$ cat src/rtl/sram_arb_pkg.sv
// sram_arb_pkg: shared types and constants for the two-port SRAM arbiter
package sram_arb_pkg;
  localparam int DATA_W = 16;
  localparam int BE_W = 2;
  localparam int NUM_PORTS = 2;
  localparam int CMD_ADDR_W = 20;
  typedef enum logic [1:0] {IDLE, ACCESS, TURN} state_t;
  typedef struct packed {
    logic                  we;
    logic [CMD_ADDR_W-1:0] addr;
    logic [DATA_W-1:0]     wdata;
    logic [BE_W-1:0]       be;
  } cmd_t;
endpackage

$ cat src/rtl/sram_arb_priority.sv
// sram_arb_priority: fixed port-0 priority with a starvation escape for port 1
module sram_arb_priority
  import sram_arb_pkg::*;
#(
  parameter int MAX_STARVE = 4
) (
  input  logic                 clk,
  input  logic                 reset,
  input  logic                 req0,
  input  logic                 req1,
  input  logic                 arb_en,
  output logic [NUM_PORTS-1:0] gnt
);
  localparam int SW = $clog2(MAX_STARVE + 1);
  logic [SW-1:0] starve;
  logic g1;
  assign g1 = arb_en && req1 && (!req0 || starve == SW'(MAX_STARVE));
  assign gnt = {g1, arb_en && req0 && !g1};
  always_ff @(posedge clk or posedge reset)
    if (reset) starve <= '0;
    else if (!req1 || g1) starve <= '0;
    else if (gnt[0]) starve <= starve + 1'b1;
endmodule

$ cat src/rtl/sram_arbiter.sv
// sram_arbiter: two-port arbiter and strobe sequencer for a 16-bit async SRAM
module sram_arbiter
  import sram_arb_pkg::*;
#(
  parameter int ADDR_W = 20,
  parameter int ACCESS_CYCLES = 2,
  parameter int MAX_STARVE = 4
) (
  input  logic              clk,
  input  logic              reset,
  input  logic              p0_req,
  input  logic              p0_we,
  input  logic [ADDR_W-1:0] p0_addr,
  input  logic [DATA_W-1:0] p0_wdata,
  input  logic [BE_W-1:0]   p0_be,
  output logic              p0_ack,
  output logic [DATA_W-1:0] p0_rdata,
  input  logic              p1_req,
  input  logic              p1_we,
  input  logic [ADDR_W-1:0] p1_addr,
  input  logic [DATA_W-1:0] p1_wdata,
  input  logic [BE_W-1:0]   p1_be,
  output logic              p1_ack,
  output logic [DATA_W-1:0] p1_rdata,
  output logic [ADDR_W-1:0] sram_addr,
  output logic [DATA_W-1:0] sram_dq_out,
  input  logic [DATA_W-1:0] sram_dq_in,
  output logic              sram_dq_oe,
  output logic              sram_ce_n,
  output logic              sram_oe_n,
  output logic              sram_we_n,
  output logic              sram_lb_n,
  output logic              sram_ub_n,
  output logic              busy
);
  localparam int CNT_W = $clog2(ACCESS_CYCLES + 1);
  state_t state;
  logic [CNT_W-1:0] cnt;
  logic cmd_we, port;
  logic [NUM_PORTS-1:0] gnt;
  cmd_t c0, c1, nxt;
  assign c0 = '{we: p0_we, addr: CMD_ADDR_W'(p0_addr), wdata: p0_wdata, be: p0_be};
  assign c1 = '{we: p1_we, addr: CMD_ADDR_W'(p1_addr), wdata: p1_wdata, be: p1_be};
  assign nxt = gnt[1] ? c1 : c0;
  assign busy = state != IDLE;
  // No grant in an ack cycle: the acked client still holds req, and waiting keeps port 0 priority intact.
  sram_arb_priority #(.MAX_STARVE(MAX_STARVE)) u_pri (
    .clk    (clk),
    .reset  (reset),
    .req0   (p0_req && !p0_ack),
    .req1   (p1_req && !p1_ack),
    .arb_en (state == IDLE && !p0_ack && !p1_ack),
    .gnt    (gnt)
  );
  always_ff @(posedge clk or posedge reset)
    if (reset) begin
      state <= IDLE;
      cnt <= '0;
      cmd_we <= 1'b0;
      port <= 1'b0;
      p0_ack <= 1'b0;
      p1_ack <= 1'b0;
      p0_rdata <= '0;
      p1_rdata <= '0;
      sram_addr <= '0;
      sram_dq_out <= '0;
      sram_dq_oe <= 1'b0;
      sram_ce_n <= 1'b1;
      sram_oe_n <= 1'b1;
      sram_we_n <= 1'b1;
      sram_lb_n <= 1'b1;
      sram_ub_n <= 1'b1;
    end else begin
      p0_ack <= 1'b0;
      p1_ack <= 1'b0;
      case (state)
        IDLE: if (|gnt) begin
          state <= ACCESS;
          cnt <= CNT_W'(1);
          cmd_we <= nxt.we;
          port <= gnt[1];
          sram_addr <= ADDR_W'(nxt.addr);
          sram_dq_out <= nxt.we ? nxt.wdata : sram_dq_out;
          sram_dq_oe <= nxt.we;
          sram_ce_n <= 1'b0;
          sram_oe_n <= nxt.we;
          sram_we_n <= !nxt.we;
          sram_lb_n <= nxt.we ? !nxt.be[0] : 1'b0;
          sram_ub_n <= nxt.we ? !nxt.be[1] : 1'b0;
        end
        ACCESS: begin
          cnt <= cnt + 1'b1;
          // Release we_n one cycle early so data is held past the strobe.
          if (cmd_we && cnt == CNT_W'(ACCESS_CYCLES - 1)) sram_we_n <= 1'b1;
          if (cnt == CNT_W'(ACCESS_CYCLES)) begin
            state <= cmd_we ? TURN : IDLE;
            p0_ack <= !port;
            p1_ack <= port;
            p0_rdata <= (!cmd_we && !port) ? sram_dq_in : p0_rdata;
            p1_rdata <= (!cmd_we && port) ? sram_dq_in : p1_rdata;
            sram_dq_oe <= 1'b0;
            sram_ce_n <= 1'b1;
            sram_oe_n <= 1'b1;
            sram_we_n <= 1'b1;
            sram_lb_n <= 1'b1;
            sram_ub_n <= 1'b1;
          end
        end
        default: state <= IDLE;
      endcase
    end
endmodule

$ cat config.mk
export PLATFORM = sky130hd
export DESIGN_NAME = sram_arbiter
export DESIGN_NICKNAME = d
export VERILOG_FILES = /design/src/rtl/sram_arb_pkg.sv /design/src/rtl/sram_arb_priority.sv /design/src/rtl/sram_arbiter.sv
export SDC_FILE = /design/constraint.sdc
export NUM_CORES = 1
export LEC_CHECK = 0
export BUFFER_PORTS_ARGS = -buffer_cell sky130_fd_sc_hd__buf_2
export CAP_MARGIN = 20
export CORE_ASPECT_RATIO = 1.2
export CORE_MARGIN = 2
export CORE_UTILIZATION = 52
export CTS_BUF_LIST = sky130_fd_sc_hd__clkbuf_8
export DETAILED_ROUTE_END_ITERATION = 10
export GPL_TIMING_DRIVEN = 1
export PLACE_DENSITY = 0.91
export SLEW_MARGIN = 20
export SYNTH_ARGS = -nofsm -noshare
export SYNTH_HDL_FRONTEND = slang
export SYNTH_HIERARCHICAL = 1
export SYNTH_SLANG_ARGS = --single-unit
$ cat constraint.sdc
create_clock -name clk -period 5.75 [get_ports clk]
set_input_delay 1.725 -clock clk [delete_from_list [all_inputs] [get_ports clk]]
set_output_delay 1.725 -clock clk [all_outputs]
set_load 0.03 [all_outputs]
Word level (Yosys, flattened, before mapping)
Index checks and enable logic that the tools add are counted.
{"block": "classes", "eq_ne": 7, "n_mux": 29, "reduce_logical": 36, "add_sub_neg": 2}
{"cell": "39-bit 2-to-1 mux", "n": 1}
{"cell": "1-bit 2-to-1 mux", "n": 15}
{"cell": "3-bit AND reduction", "n": 5}
{"cell": "1-bit one-hot mux with 2 select lines", "n": 6}
{"cell": "1-bit logical AND", "n": 11}
{"cell": "1-bit logical NOT", "n": 10}
{"cell": "2-bit one-hot mux with 2 select lines", "n": 2}
{"cell": "2-bit 2-to-1 mux", "n": 3}
{"cell": "3-bit 2-to-1 mux", "n": 2}
{"cell": "2-bit AND reduction", "n": 3}
{"cell": "2-bit nonzero test", "n": 3}
{"cell": "2-bit by 1-bit equality test with 1-bit output (second input constant)", "n": 2}
{"cell": "3-bit by 1-bit adder with 3-bit output (second input constant)", "n": 1}
{"cell": "3-bit equality test (second input constant)", "n": 1}
{"cell": "3-bit inequality test (second input constant)", "n": 1}
{"cell": "2-bit by 1-bit adder with 2-bit output (second input constant)", "n": 1}
{"cell": "2-bit equality test (second input constant)", "n": 1}
{"cell": "2-bit logical NOT", "n": 1}
{"cell": "1-bit logical OR", "n": 2}
{"cell": "2-bit by 1-bit inequality test with 1-bit output (second input constant)", "n": 1}
{"cell": "2-bit inequality test (second input constant)", "n": 1}
{"cell": "2-bit OR reduction", "n": 1}
{"block": "totals", "output_inout_bits": 77, "ff_bits": 85, "wordCells": 91, "in_bits": 98}

Longest topological paths before layout
{"block": "depth", "depth_word": 10, "ltp_mapped": 11, "depth_no_buf": 8}

Cells and area by module
The synthesis kept the hierarchy.
{"mod": "sram_arbiter", "n_inst": 1, "seq_area_each_um2": 2058.2, "area_each_um2": 3604.7, "cells_per_inst": 274}
{"mod": "sram_arb_priority", "n_inst": 1, "seq_area_each_um2": 75.1, "area_each_um2": 229.0, "cells_per_inst": 27}

Worst setup path after synthesis
OpenSTA, ideal clock, no wires.
{"block": "synth_path", "kind": "input to register", "from": "input p0_req", "to": "register sram_dq_out[1]", "arrival_ps": 3495, "setup_time_ps": 125, "t_required_ps": 5625, "path_buffers": 3, "setup_slack_ps": 2131, "path_stages": 9, "cell_sequence": "nor2b_1 nand2_1 and3_1 buf_4 buf_2 nand3b_1 a21oi_4 buf_6 mux2_2"}
{"block": "synth_between", "elab_chain_cells": 8, "elab_cells_between_ends": 10, "classes_between": "mux: 1; reduce/logical: 9"}
{"item": "start, declared", "line": "sram_arbiter.sv:11", "text": "input logic p0_req,"}
{"item": "1-bit logical AND *", "line": "sram_arbiter.sv:50", "text": ".req0 (p0_req && !p0_ack),"}
{"item": "1-bit logical NOT *", "line": "sram_arb_priority.sv:17", "text": "assign g1 = arb_en && req1 && (!req0 || starve == SW'(MAX_STARVE));"}
{"item": "1-bit logical OR *", "line": "sram_arb_priority.sv:17"}
{"item": "1-bit logical AND *", "line": "sram_arb_priority.sv:17"}
{"item": "net u_pri.g1", "line": "sram_arb_priority.sv:16", "text": "logic g1;"}
{"item": "1-bit logical NOT", "line": "sram_arb_priority.sv:18", "text": "assign gnt = {g1, arb_en && req0 && !g1};"}
{"item": "1-bit logical AND", "line": "sram_arb_priority.sv:18"}
{"item": "2-bit OR reduction", "line": "sram_arbiter.sv:77", "text": "IDLE: if (|gnt) begin"}
{"item": "3-bit AND reduction (no source line)"}
{"item": "end signal, assigned", "line": "sram_arbiter.sv:83", "text": "sram_dq_out <= nxt.we ? nxt.wdata : sram_dq_out;"}
{"item": "end, declared", "line": "sram_arbiter.sv:26", "text": "output logic [DATA_W-1:0] sram_dq_out,"}
The timed path passes the listed nets; every way through them passes the cells marked *.
A chain may end at the register's enable or synchronous reset.

Worst setup path after layout
{"block": "layout_path", "from": "input p0_req", "to": "register sram_dq_out[7]"}
{"block": "layout_between", "elab_chain_cells": 8, "elab_cells_between_ends": 10, "classes_between": "mux: 1; reduce/logical: 9"}
{"item": "1-bit logical AND *", "line": "sram_arbiter.sv:50"}
{"item": "1-bit logical NOT", "line": "sram_arb_priority.sv:17"}
{"item": "1-bit logical OR", "line": "sram_arb_priority.sv:17"}
{"item": "1-bit logical AND", "line": "sram_arb_priority.sv:17"}
{"item": "1-bit logical NOT", "line": "sram_arb_priority.sv:18"}
{"item": "1-bit logical AND *", "line": "sram_arb_priority.sv:18"}
{"item": "net gnt[0]", "line": "sram_arbiter.sv:40", "text": "logic [NUM_PORTS-1:0] gnt;"}
{"item": "2-bit OR reduction *", "line": "sram_arbiter.sv:77"}
{"item": "3-bit AND reduction (no source line) *"}
Marked as above.

==> flow_summary.toml <==
[status]
status = "completed"

[timing]
final.min_clock_period_ps = 3850
setup_viol = 0
fin_tns_setup_ps = 0
rsz0062_at_grt = "no"
finClkSkew_ps = 17.9
min_period_over_period = 0.669
tightest_slew_ps = 927
hold_viol = 0
setup_slack_ps = 1900
drv_slew = 0
slew_headroom = 0.382
max_freq_mhz = 260

[placement]
place_area_um2 = 4750
place_hpwl_um = 6720
port_buffers = 174
gp_congestion = 0.778
pre_cts_ws_ps = 1600

[cts]
cts.sinks = 85
path_clk_slew_ps = 70
cts-htree-levels = 3
cts_buffers = 9
root_buffer = "clkbuf_8"
clk_path_buf_depth = 2
cts_setup_buffers = 0
post_cts_resized = 0
clk_latency_ps = 340
cts_tree = "built"
hold_buffers = 0

[global_routing]
gr-usage-met2 = 0.404
first_global_vias = 3091
use_met1 = 0.272
top_usage_layer = "met2"
grt_antenna_before_repair = 0
overflow = 0
grt_pass1_wl_um = 14400
grt_max_degree = 76
grtUsageMet3 = 0.0388
groute.usage.overall = 0.232

[drt]
wire_per_inst_um = 15.6
drc = 0
drt_iter0_markers = 174
post_drt_via_cell_ratio = 5.31
dr_total_vias = 3015
dr.pass1.iters = 4
drt_wl_total_um = 8870
ant_nets = 0

[flow_run]
drv_cap = 0

[yosys]
synth_seq_cells = 85
synthMostInstantiatedCell = "dfrtp_1"
synth-xor-area-share = 0
netlist_instances = 301
yosysSeqAreaShare = 0.556
synth_cell_types = 44
synth_fa_ha_area_frac = 0.0131
synth_area_um2 = 3830
yosys-top-cells-count = "dfrtp_1 (80), o21ai_0 (47), mux2_2 (46), mux2i_1 (20), mux2_1 (18)"
synthFlopType = "dfrtp_1"
async_flop_share = 1.00
syn_area_per_cell_um2 = 12.7
synth_top_area_frac = 0.522
synth_area_leaders = "dfrtp_1 (52%), mux2_2 (14%), o21ai_0 (6.1%), mux2_1 (5.3%), mux2i_1 (5.2%)"
synth_top_family_by_area = "multiplexers"
synthMuxAreaShare = 0.240
synth_nets = 403
synth-edff-count = 0
synth_top_area_cell = "dfrtp_1"
yosysWarnings = 6
synth_compound_area_frac = 0.0992
yosys.area_share.simple = 0.0584

[setup_path]
r2r_setup_slack_ps = 2310
rr_endpoint = "sram_dq_out[7]"
start_kind = "input port"
r2r-start = "state[1]"
worst-path-max-fanout = 18
cp-end-kind = "register"
slowest_delay_ps = 600
worst-endpoint-arrival_ps = 4060
worstPathRequired_ps = 5960
timing.reg2reg.worst_path_depth = 8
crit_type = "input port to register"
cp_slowest_cell = "a21oi_1"
cp_cell_sequence = "buf_2 > nor2b_1 > nand2_1 > a21oi_1 > nand3b_1 > a21oi_4 > mux2_2"

[cells_and_area]
fin_nets = 575
fillCellCount = 532
drive_gt1_frac = 0.531
ff_latch_area_um2 = 2130
area_growth_pct = 29.1
final_area_um2 = 4950
n_antenna_cell = 0
multi_input_area_um2 = 1580

[power_and_ir_drop]
totalPowerFinal_mw = 2.88
ir_worst_vdd_uv = 405
powerDensity_nw_per_um2 = 583
leakagePower_nw = 2.46

[worst_hold_path]
min_delay_worst_endpoint = "sram_we_n"
hold_depth = 2
hold_start = "sram_we_n"
hold_class = "register to register"

[floorplanning]
die_x_um = 82.4
die_y_um = 98.1
floorplan.rows = 34
core_um2 = 7190
dieArea_um2 = 8080
ios = 175
start_util = 0.533
[worst max-delay path by stage]
stage                start              end  cells past startpoint
finish              p0_req   sram_dq_out[7]                      7
global placement    p0_req  sram_dq_out[14]                      7
floorplan            reset           cmd_we                      1
detailed placement  p0_req     sram_addr[1]                      6
global route        p0_req   sram_dq_out[7]                      7
CTS                 p0_req     sram_addr[1]                      6
[area by class of cell]
type                       instances  share of cell area
timing repair buffer             176               0.179
clock inverter                     6              0.0114
multi-input combinational        190               0.320
tap                               90              0.0227
inverter                          11             0.00859
clock buffer                      10              0.0278
sequential                        85               0.431
[state kept, by name, indices dropped and copies added (netlist names)]
signal        count
sram_lb_n         1
u_pri/starve      3
sram_dq_oe        1
sram_oe_n         1
p0_rdata         16
cmd_we            1
sram_ub_n         1
sram_we_n         1
p0_ack            1
sram_dq_out      16
state             2
cnt               2
p1_ack            1
port              1
sram_addr        20
p1_rdata         16
sram_ce_n         1
[logic make-up after synthesis]
kind of cell,after synthesis
AOI/OAI and AO/OA,65
DFF,85
buffers and inverters,26
and+or+nand+nor,37
muxes,84
adders and majority gates,4
[routing by layer]
layer	part of all wire	up-vias	wire length [um]
met5	0	-	0
met4	0.036	0	319
met3	0.039	27	350
met2	0.53	90	4750
met1	0.39	1480	3460
li1	-	1418	-
[critical path, delay by kind of cell]
kind                   cells  cell delay (ps)
AOI/OAI and AO/OA          2             1150
and+or+nand+nor            3              710
muxes                      1              400
buffers and inverters      1               70
[where the power goes]
group	internal (mW)	leakage, nW	switching (mW)
clock network	0.210	0.109	0.198
registers	0.886	1.04	0.152
logic	0.475	1.30	0.963
total	1.57	2.46	1.31
[placed cells by master (no fill, tap or decap), types with 2 or more instances in the layout]
| cell | instances |
|---|---|
| nand2b_1 | 3 |
| nor2b_1 | 4 |
| nor2_2 | 2 |
| mux2_2 | 46 |
| dfstp_2 | 5 |
| ha_1 | 4 |
| clkbuf_8 | 10 |
| nand3b_1 | 2 |
| mux2_1 | 18 |
| a21oi_1 | 3 |
| dfrtp_1 | 80 |
| a21boi_2 | 2 |
| clkinv_2 | 3 |
| nor2_1 | 2 |
| mux2i_1 | 20 |
| buf_2 | 174 |
| o21ai_1 | 2 |
| buf_4 | 2 |
| inv_1 | 11 |
| o22a_1 | 2 |
| o21ai_0 | 46 |
| nor3_1 | 3 |
| nand2_1 | 10 |
[metrics by stage]
stage,instances,util,hold WS (ps)
2_1_floorplan,301,-,481
3_3_place_gp,552,0.661,467
5_1_grt,568,0.689,513
3_5_place_dp,552,0.661,474
6_report,568,0.689,482
4_1_cts,568,0.688,489
No activity file was read; power rests on OpenSTA's default activity.
